<file path="config.mk">
export PLATFORM = sky130hd
export DESIGN_NAME = imem_fetch_ctrl
export DESIGN_NICKNAME = d
export VERILOG_FILES = /design/src/rtl/imem_fetch_ctrl_pkg.sv /design/src/rtl/imem_fetch_ctrl_fifo.sv /design/src/rtl/imem_fetch_ctrl.sv
export SDC_FILE = /design/constraint.sdc
export NUM_CORES = 1
export LEC_CHECK = 0
export ABC_AREA = 1
export BUFFER_PORTS_ARGS = -buffer_cell sky130_fd_sc_hd__buf_2
export CELL_PAD_IN_SITES_DETAIL_PLACEMENT = 0
export CELL_PAD_IN_SITES_GLOBAL_PLACEMENT = 1
export CORE_MARGIN = 3
export CORE_UTILIZATION = 30
export CTS_CLUSTER_DIAMETER = 50
export DETAILED_ROUTE_END_ITERATION = 12
export PLACE_DENSITY = 0.67
export SYNTH_ARGS = -nofsm -noshare
export SYNTH_HDL_FRONTEND = slang
export SYNTH_SLANG_ARGS = --single-unit
</file>
<file path="constraint.sdc">
create_clock -name clk -period 9.3 [get_ports clk]
set_clock_uncertainty 0.15 [all_clocks]
set_input_delay 1.395 -clock clk [delete_from_list [all_inputs] [get_ports clk]]
set_output_delay 1.395 -clock clk [all_outputs]
set_load 0.01 [all_outputs]
</file>
<file path="src/rtl/imem_fetch_ctrl_pkg.sv">
// fetch_pkg: shared FSM encoding, word size and fetch address checks for imem_fetch_ctrl
package fetch_pkg;
  typedef enum logic [1:0] {RUN = 2'd0, HALT = 2'd1, FAULT = 2'd2} state_e;
  localparam int WORD_BYTES = 4;
  function automatic logic in_range(input logic [63:0] pc, input int n);
    return (pc >> (n + 2)) == 64'd0;
  endfunction
  function automatic logic aligned(input logic [1:0] lo);
    return lo == 2'd0;
  endfunction
endpackage

</file>
<file path="src/rtl/imem_fetch_ctrl_fifo.sv">
// fetch_fifo: sync prefetch FIFO with flush, combinational head that holds its last value when empty
module fetch_fifo #(
  parameter int W     = 64,
  parameter int DEPTH = 2
) (
  input  logic         clk,
  input  logic         reset,
  input  logic         flush_i,
  input  logic         push_i,
  input  logic         pop_i,
  input  logic [W-1:0] din_i,
  output logic [W-1:0] dout_o,
  output logic         full_o,
  output logic         empty_o
);
  localparam int AW = $clog2(DEPTH);
  logic [W-1:0] mem_q [DEPTH];
  logic [AW-1:0] wr_q, rd_q;
  logic [AW:0] cnt_q;
  logic [W-1:0] hold_q;
  logic do_push, do_pop;
  always_comb begin
    empty_o = cnt_q == '0;
    full_o  = cnt_q == (AW+1)'(DEPTH);
    do_push = push_i && (!full_o || pop_i);
    do_pop  = pop_i && !empty_o;
    dout_o  = empty_o ? hold_q : mem_q[rd_q];
  end
  always_ff @(posedge clk)
    if (do_push && !flush_i) mem_q[wr_q] <= din_i;
  always_ff @(posedge clk) begin
    if (reset) begin
      wr_q   <= '0;
      rd_q   <= '0;
      cnt_q  <= '0;
      hold_q <= '0;
    end else begin
      hold_q <= dout_o;
      if (flush_i) begin
        wr_q  <= '0;
        rd_q  <= '0;
        cnt_q <= '0;
      end else begin
        wr_q  <= do_push ? wr_q + 1'b1 : wr_q;
        rd_q  <= do_pop ? rd_q + 1'b1 : rd_q;
        cnt_q <= cnt_q + (AW+1)'(do_push) - (AW+1)'(do_pop);
      end
    end
  end
endmodule

</file>
<file path="src/rtl/imem_fetch_ctrl.sv">
// imem_fetch_ctrl: imem fetch sequencer; clk/reset, imem_addr/imem_rd, halt, redirect_valid/pc, inst_valid/inst/inst_pc/inst_ready to decode, fault
module imem_fetch_ctrl
  import fetch_pkg::*;
#(
  parameter int             WIDTH    = 32,
  parameter int             N        = 6,
  parameter int             DEPTH    = 2,
  parameter logic [WIDTH-1:0] RESET_PC = '0
) (
  input  logic             clk,
  input  logic             reset,
  output logic [WIDTH-1:0] imem_addr,
  input  logic [WIDTH-1:0] imem_rd,
  input  logic             halt,
  input  logic             redirect_valid,
  input  logic [WIDTH-1:0] redirect_pc,
  output logic             inst_valid,
  output logic [WIDTH-1:0] inst,
  output logic [WIDTH-1:0] inst_pc,
  input  logic             inst_ready,
  output logic             fault
);
  state_e state_q, state_d;
  logic [WIDTH-1:0] fetch_pc_q, fetch_pc_d;
  logic [2*WIDTH-1:0] head;
  logic full, empty, pop, push, pc_ok, redir_ok;
  always_ff @(posedge clk) begin
    if (reset) begin
      state_q    <= RUN;
      fetch_pc_q <= RESET_PC;
    end else begin
      state_q    <= state_d;
      fetch_pc_q <= fetch_pc_d;
    end
  end
  always_comb begin
    pc_ok    = in_range(64'(fetch_pc_q), N);
    redir_ok = in_range(64'(redirect_pc), N) && aligned(redirect_pc[1:0]);
    state_d  = state_q;
    if (redirect_valid) state_d = !redir_ok ? FAULT : halt ? HALT : RUN;
    else if (state_q == RUN) state_d = !pc_ok ? FAULT : halt ? HALT : RUN;
    else if (state_q == HALT) state_d = halt ? HALT : RUN;
  end
  always_comb begin
    inst_valid = !empty;
    pop        = inst_valid && inst_ready;
    push       = state_q == RUN && !halt && pc_ok && (!full || pop) && !redirect_valid;
    fetch_pc_d = redirect_valid ? redirect_pc : push ? fetch_pc_q + WIDTH'(WORD_BYTES) : fetch_pc_q;
    fault      = state_q == FAULT;
    imem_addr  = fetch_pc_q;
    inst_pc    = head[2*WIDTH-1:WIDTH];
    inst       = head[WIDTH-1:0];
  end
  fetch_fifo #(.W(2*WIDTH), .DEPTH(DEPTH)) u_fifo (
    .clk     (clk),
    .reset   (reset),
    .flush_i (redirect_valid),
    .push_i  (push),
    .pop_i   (pop),
    .din_i   ({fetch_pc_q, imem_rd}),
    .dout_o  (head),
    .full_o  (full),
    .empty_o (empty)
  );
endmodule

</file>
==> impl_metrics.tcl, run 1 <==
set metrics [dict create \
    layout_common_cells "166 x buf_2, 151 x a21oi_1, 145 x nand2_1" \
    final_common_cell "buf_2" \
    fin_nets 1044 \
    start_kind "flop" \
    hold_viol_final 0 \
    maxSlewHeadroom_pct 20.7 \
    gr-usage-met3_pct 3.18 \
    insertion_delay_ns 0.53 \
    synthToLayoutAreaGrowth_pct 24.5 \
    fin_crit_ns 4.49 \
    syn_avg_cell_area_um2 10.6 \
    vdd_drop_max_uv 166 \
    die_h_um 176 \
    io_pins 167 \
    antenna_cells_inserted 0 \
    drive_gt1_share_pct 25.5 \
    cts_tree "yes" \
    place.gp.congestion 0.751 \
    syn-num-nets 887 \
    coreArea_um2 28200 \
    numCtsBuffers 28 \
    slew_viol_final 0 \
    dieArea_um2 31000 \
    dpl.hpwl_mm 13.9 \
    crit_required_ns 7.76 \
    cts.sinks 231 \
    busiest_layer "met2" \
    end_kind "primary output" \
    multi_input_area_um2 2530 \
    cts_buffer_depth 3 \
    hold_path.class "reg2reg" \
    power.density_nw_per_um2 211 \
    syn_area_um2 8670 \
    worstPathMaxFanout 66 \
    drtIter0Drc 445 \
    ys_seq_area_share_pct 68.1 \
    tns_ns 0 \
    antenna_found_initial 1 \
    worst_slew_pin_slew_ns 1.19 \
    period_share_pct 48.3 \
    root_buffer "clkbuf_16" \
    drc 0 \
    setup_ws_ns 4.81 \
    critical_path_arrival_ns 2.95 \
    path_clk_slew_ns 0.06 \
    timing.fmax_mhz 223 \
    worst-setup-path-type "reg2out" \
    ant_nets 0 \
    htreeDepth 1 \
    gr-usage-met2_pct 22.8 \
    gr-usage-all-layers_pct 14.1 \
    grt_pass1_vias 6083 \
    maxCapViolations 0 \
    met1_usage_pct 19.3 \
    fill_cells 2839 \
    fp.dieW_um 176 \
    ctsResizeCount 0 \
    place_ws_ns 5.05 \
    post_cts_buffers 0 \
    ff_latch_area_um2 5910 \
    finalSetupViolCount 0 \
    dr_total_vias 6224 \
    synthDistinctLibCells 29 \
    grt_max_degree 70 \
    cts_hold_buf 0 \
    wire_per_inst_um 16.3 \
    timing.reg2reg.setup_slack_ns 6.34 \
    vias_per_cell 4.53 \
    leakage_uw 0.00459 \
    overflow 0 \
    synth_seq_cells 231 \
    start_util_pct 30.8 \
    rows 61 \
    synth_cells 816 \
    io_buffers 166 \
    totalWireLength_mm 22.3 \
    drtPass1Iterations 4 \
    ys_warn_count 0 \
    outcome "completed" \
    grt_pass1_wl_mm 34.8 \
    rsz0062_at_grt "no" \
]
cell families after synthesis:
logic type	count (synthesis)	share of synthesized area, %
AO/OA/AOI/OAI	171	10.3
XOR/XNOR	6	0.606
adder cells (fa/ha/maj)	2	0.289
buffers and inverters	59	2.97
flip-flops	231	68.1
AND/OR/NAND/NOR	347	17.7
cells in the mapped netlist:
library cell | n | area share (%)
o21ai_2 | 1 | 0.10
buf_1 | 4 | 0.17
nand4_1 | 2 | 0.14
and2_1 | 64 | 4.6
xor2_1 | 5 | 0.50
clkbuf_1 | 24 | 1.0
nand3b_1 | 1 | 0.087
nor2_1 | 110 | 4.8
xnor2_1 | 1 | 0.10
buf_4 | 1 | 0.087
a21oi_1 | 151 | 8.7
nor2_4 | 1 | 0.13
nor3_1 | 1 | 0.058
buf_6 | 2 | 0.26
nand2_1 | 145 | 6.3
edfxtp_1 | 128 | 44
buf_2 | 14 | 0.81
inv_1 | 13 | 0.56
nand3_1 | 6 | 0.35
nand2_2 | 11 | 0.79
nor2_2 | 1 | 0.072
a21oi_2 | 10 | 1.0
nand3_2 | 1 | 0.12
inv_2 | 1 | 0.043
or2_1 | 1 | 0.072
ha_1 | 2 | 0.29
dfxtp_1 | 103 | 24
o21ai_0 | 9 | 0.52
or2_2 | 3 | 0.22
power by group:
group / internal (uW) / switching (uW)
registers: 1090 / 14.1
clock network: 670 / 426
logic: 31.2 / 50.3
final cells by class:
type                            instances  share of cell area, %
Sequential cell                       231                   54.7
Multi-Input combinational cell        526                   23.4
Timing Repair Buffer                  172                   8.11
Clock buffer                           38                   7.50
Tap cell                              378                   4.38
Clock inverter                         14                   1.39
Inverter                               14                  0.498
final timing paths:
path / depth (start not counted) / to / startpoint
worst max-delay path: 7 / inst[16] / u_fifo.cnt_q[1]$_SDFF_PP0_
worst min-delay path: 1 / u_fifo.rd_q$_SDFFE_PP0P_ / u_fifo.rd_q$_SDFFE_PP0P_
worst max register to register: 8 / u_fifo.mem_q[1][52]$_DFFE_PP_ / imem_addr[31]$_SDFFE_PP0P_
worst min register to register: 1 / u_fifo.rd_q$_SDFFE_PP0P_ / u_fifo.rd_q$_SDFFE_PP0P_
critical path, stage by stage (launching register included):
cell	delay, ns
dfxtp_1	0.40
nor2_4	0.05
buf_4	0.35
inv_2	0.58
buf_4	0.52
nor2_1	0.08
a21oi_1	0.24
buf_2	0.18
stage by stage:
step / hold WS [ns] / instance area, um2 / util, % / std cells / power (uW)
floorplan: 0.275 / 8670 / - / 816 / 1160
global placement: 0.279 / 9840 / 34.9 / 1321 / 1200
detailed placement: 0.286 / 9840 / 34.9 / 1321 / 1210
CTS: 0.303 / 10800 / 38.3 / 1373 / 2310
global route: 0.328 / 10800 / 38.3 / 1373 / 2370
finish: 0.304 / 10800 / 38.3 / 1373 / 2280
state kept, by name (all words and copies together), names as in the netlist, named ones only:
register,count
u_fifo.mem_q,128
u_fifo.hold_q,64
imem_addr,32
state_q,2
u_fifo.cnt_q,2
u_fifo.rd_q,1
u_fifo.wr_q,1
metal layers:
metal  up-vias  part of all wire (%)
met5         -                 0.054
met1      2938                    46
met4         2                   2.6
li1       3069                     -
met3        41                   6.2
met2       174                    45
(Power assumes the default switching activity.)
==> run 2: changes to the inputs <==
==> constraint.sdc (replaced) <==
create_clock -name clk -period 4.5 [get_ports clk]
set_clock_uncertainty 0.15 [all_clocks]
set_input_delay 0.675 -clock clk [delete_from_list [all_inputs] [get_ports clk]]
set_output_delay 0.675 -clock clk [all_outputs]
set_load 0.01 [all_outputs]
==> run 2 against run 1 <==
Register-to-register slack worse by 4.5 ns. Design area is 0.12% higher. Largest power group unchanged. Final cell count grew 0.44%. Sequential power up 110%. Combinational power rose by 110%. Hold slack got worse by 0.11 ns. Clock power up 98%. Global-route usage up 0.12 points. Utilization about the same. First-iteration DRC count fell by 34%.
==> impl_metrics.tcl, run 2 (same netlist as run 1, synthesis figures left out) <==
set metrics [dict create \
    gr-usage-all-layers_pct 14.3 \
    io_buffers 166 \
    drc 0 \
    maxSlewHeadroom_pct 44.0 \
    fp.dieW_um 176 \
    ant_nets 0 \
    die_h_um 176 \
    timing.fmax_mhz 311 \
    grt_pass1_vias 6113 \
    maxCapViolations 0 \
    rsz0062_at_grt "no" \
    overflow 0 \
    io_pins 167 \
    grt_pass1_wl_mm 35.1 \
    cts_hold_buf 0 \
    critical_path_arrival_ns 2.39 \
    post_cts_buffers 0 \
    final_common_cell "buf_2" \
    place.gp.congestion 0.710 \
    drtIter0Drc 293 \
    antenna_cells_inserted 0 \
    insertion_delay_ns 0.52 \
    htreeDepth 1 \
    antenna_found_initial 1 \
    dpl.hpwl_mm 13.9 \
    finalSetupViolCount 0 \
    tns_ns 0 \
    multi_input_area_um2 2530 \
    rows 61 \
    root_buffer "clkbuf_16" \
    vias_per_cell 4.52 \
    setup_ws_ns 1.28 \
    vdd_drop_max_uv 247 \
    end_kind "primary output" \
    totalWireLength_mm 22.6 \
    drive_gt1_share_pct 25.7 \
    dieArea_um2 31000 \
    fin_crit_ns 3.22 \
    path_clk_slew_ns 0.06 \
    worst_slew_pin_slew_ns 0.840 \
    total_power_uw 4620 \
    cts_tree "yes" \
    place_ws_ns 1.58 \
    dr_total_vias 6227 \
    drtPass1Iterations 6 \
    crit_required_ns 3.67 \
    ff_latch_area_um2 5910 \
    numCtsBuffers 29 \
    cts_buffer_depth 3 \
    power.density_nw_per_um2 428 \
    hold_path.class "in2reg" \
    start_util_pct 30.8 \
    wire_per_inst_um 16.4 \
    coreArea_um2 28200 \
    ctsResizeCount 0 \
    whs_ns 0.195 \
    start_kind "flop" \
    leakage_uw 0.00460 \
    slew_viol_final 0 \
    grt_max_degree 66 \
    outcome "completed" \
    worstPathMaxFanout 37 \
    fill_cells 2804 \
    top_register "u_fifo.mem_q" \
    fin_nets 1050 \
    largest_reg_flops 128 \
    hold_viol_final 0 \
    final_util_pct 38.4 \
    worst-setup-path-type "reg2out" \
    period_share_pct 71.5 \
    layout_common_cells "166 x buf_2, 151 x a21oi_1, 145 x nand2_1" \
    synthToLayoutAreaGrowth_pct 24.7 \
    cts.sinks 231 \
]
## run 2: where the power goes
part | switching [uW] | total, uW | internal [uW]
logic | 106 | 172 | 66.1
clock network | 869 | 2180 | 1310
registers | 28.6 | 2270 | 2250
total | 1000 | 4620 | 3620
## run 2: metrics by stage
step	std cells	cell area, um2
after floorplan	816	8670
after global placement	1326	9900
after detailed placement	1326	9900
after CTS	1379	10800
after global routing	1379	10800
final	1379	10800
## run 2: worst paths after layout
kind                                    from                       endpoint  slack [ns]  cells after the start
setup / recovery                        flop                    inst_pc[18]        1.28                      5
hold / removal                    imem_rd[2]   u_fifo.mem_q[0][2]$_DFFE_PP_        0.20                      1
setup reg to reg  imem_addr[14]$_SDFFE_PP0P_  u_fifo.mem_q[1][37]$_DFFE_PP_        1.85                      8
hold reg to reg     u_fifo.rd_q$_SDFFE_PP0P_                           flop        0.30                      1
## run 2: routing by layer
layer,routed length (um),vias to the layer above,GRT usage (%)
li1,-,3078,-
met1,10600,2934,19.8
met2,10100,176,22.9
met3,1350,37,3.14
met4,467,2,3.37
met5,13,-,0
## run 2: layout make-up
cell class	instances	area share [%]
clock inverters	17	1.46
inverters	14	0.498
repair buffers	177	8.68
well taps	378	4.37
flip-flops and latches	231	54.7
clock buffers	36	6.96
multi-input cells	526	23.4
## run 2: critical path: stages, from the launching register on
cell     delay, ns
dfxtp_4       0.34
inv_2         0.55
buf_4         0.47
nand2_1       0.09
a21oi_1       0.24
buf_2         0.17
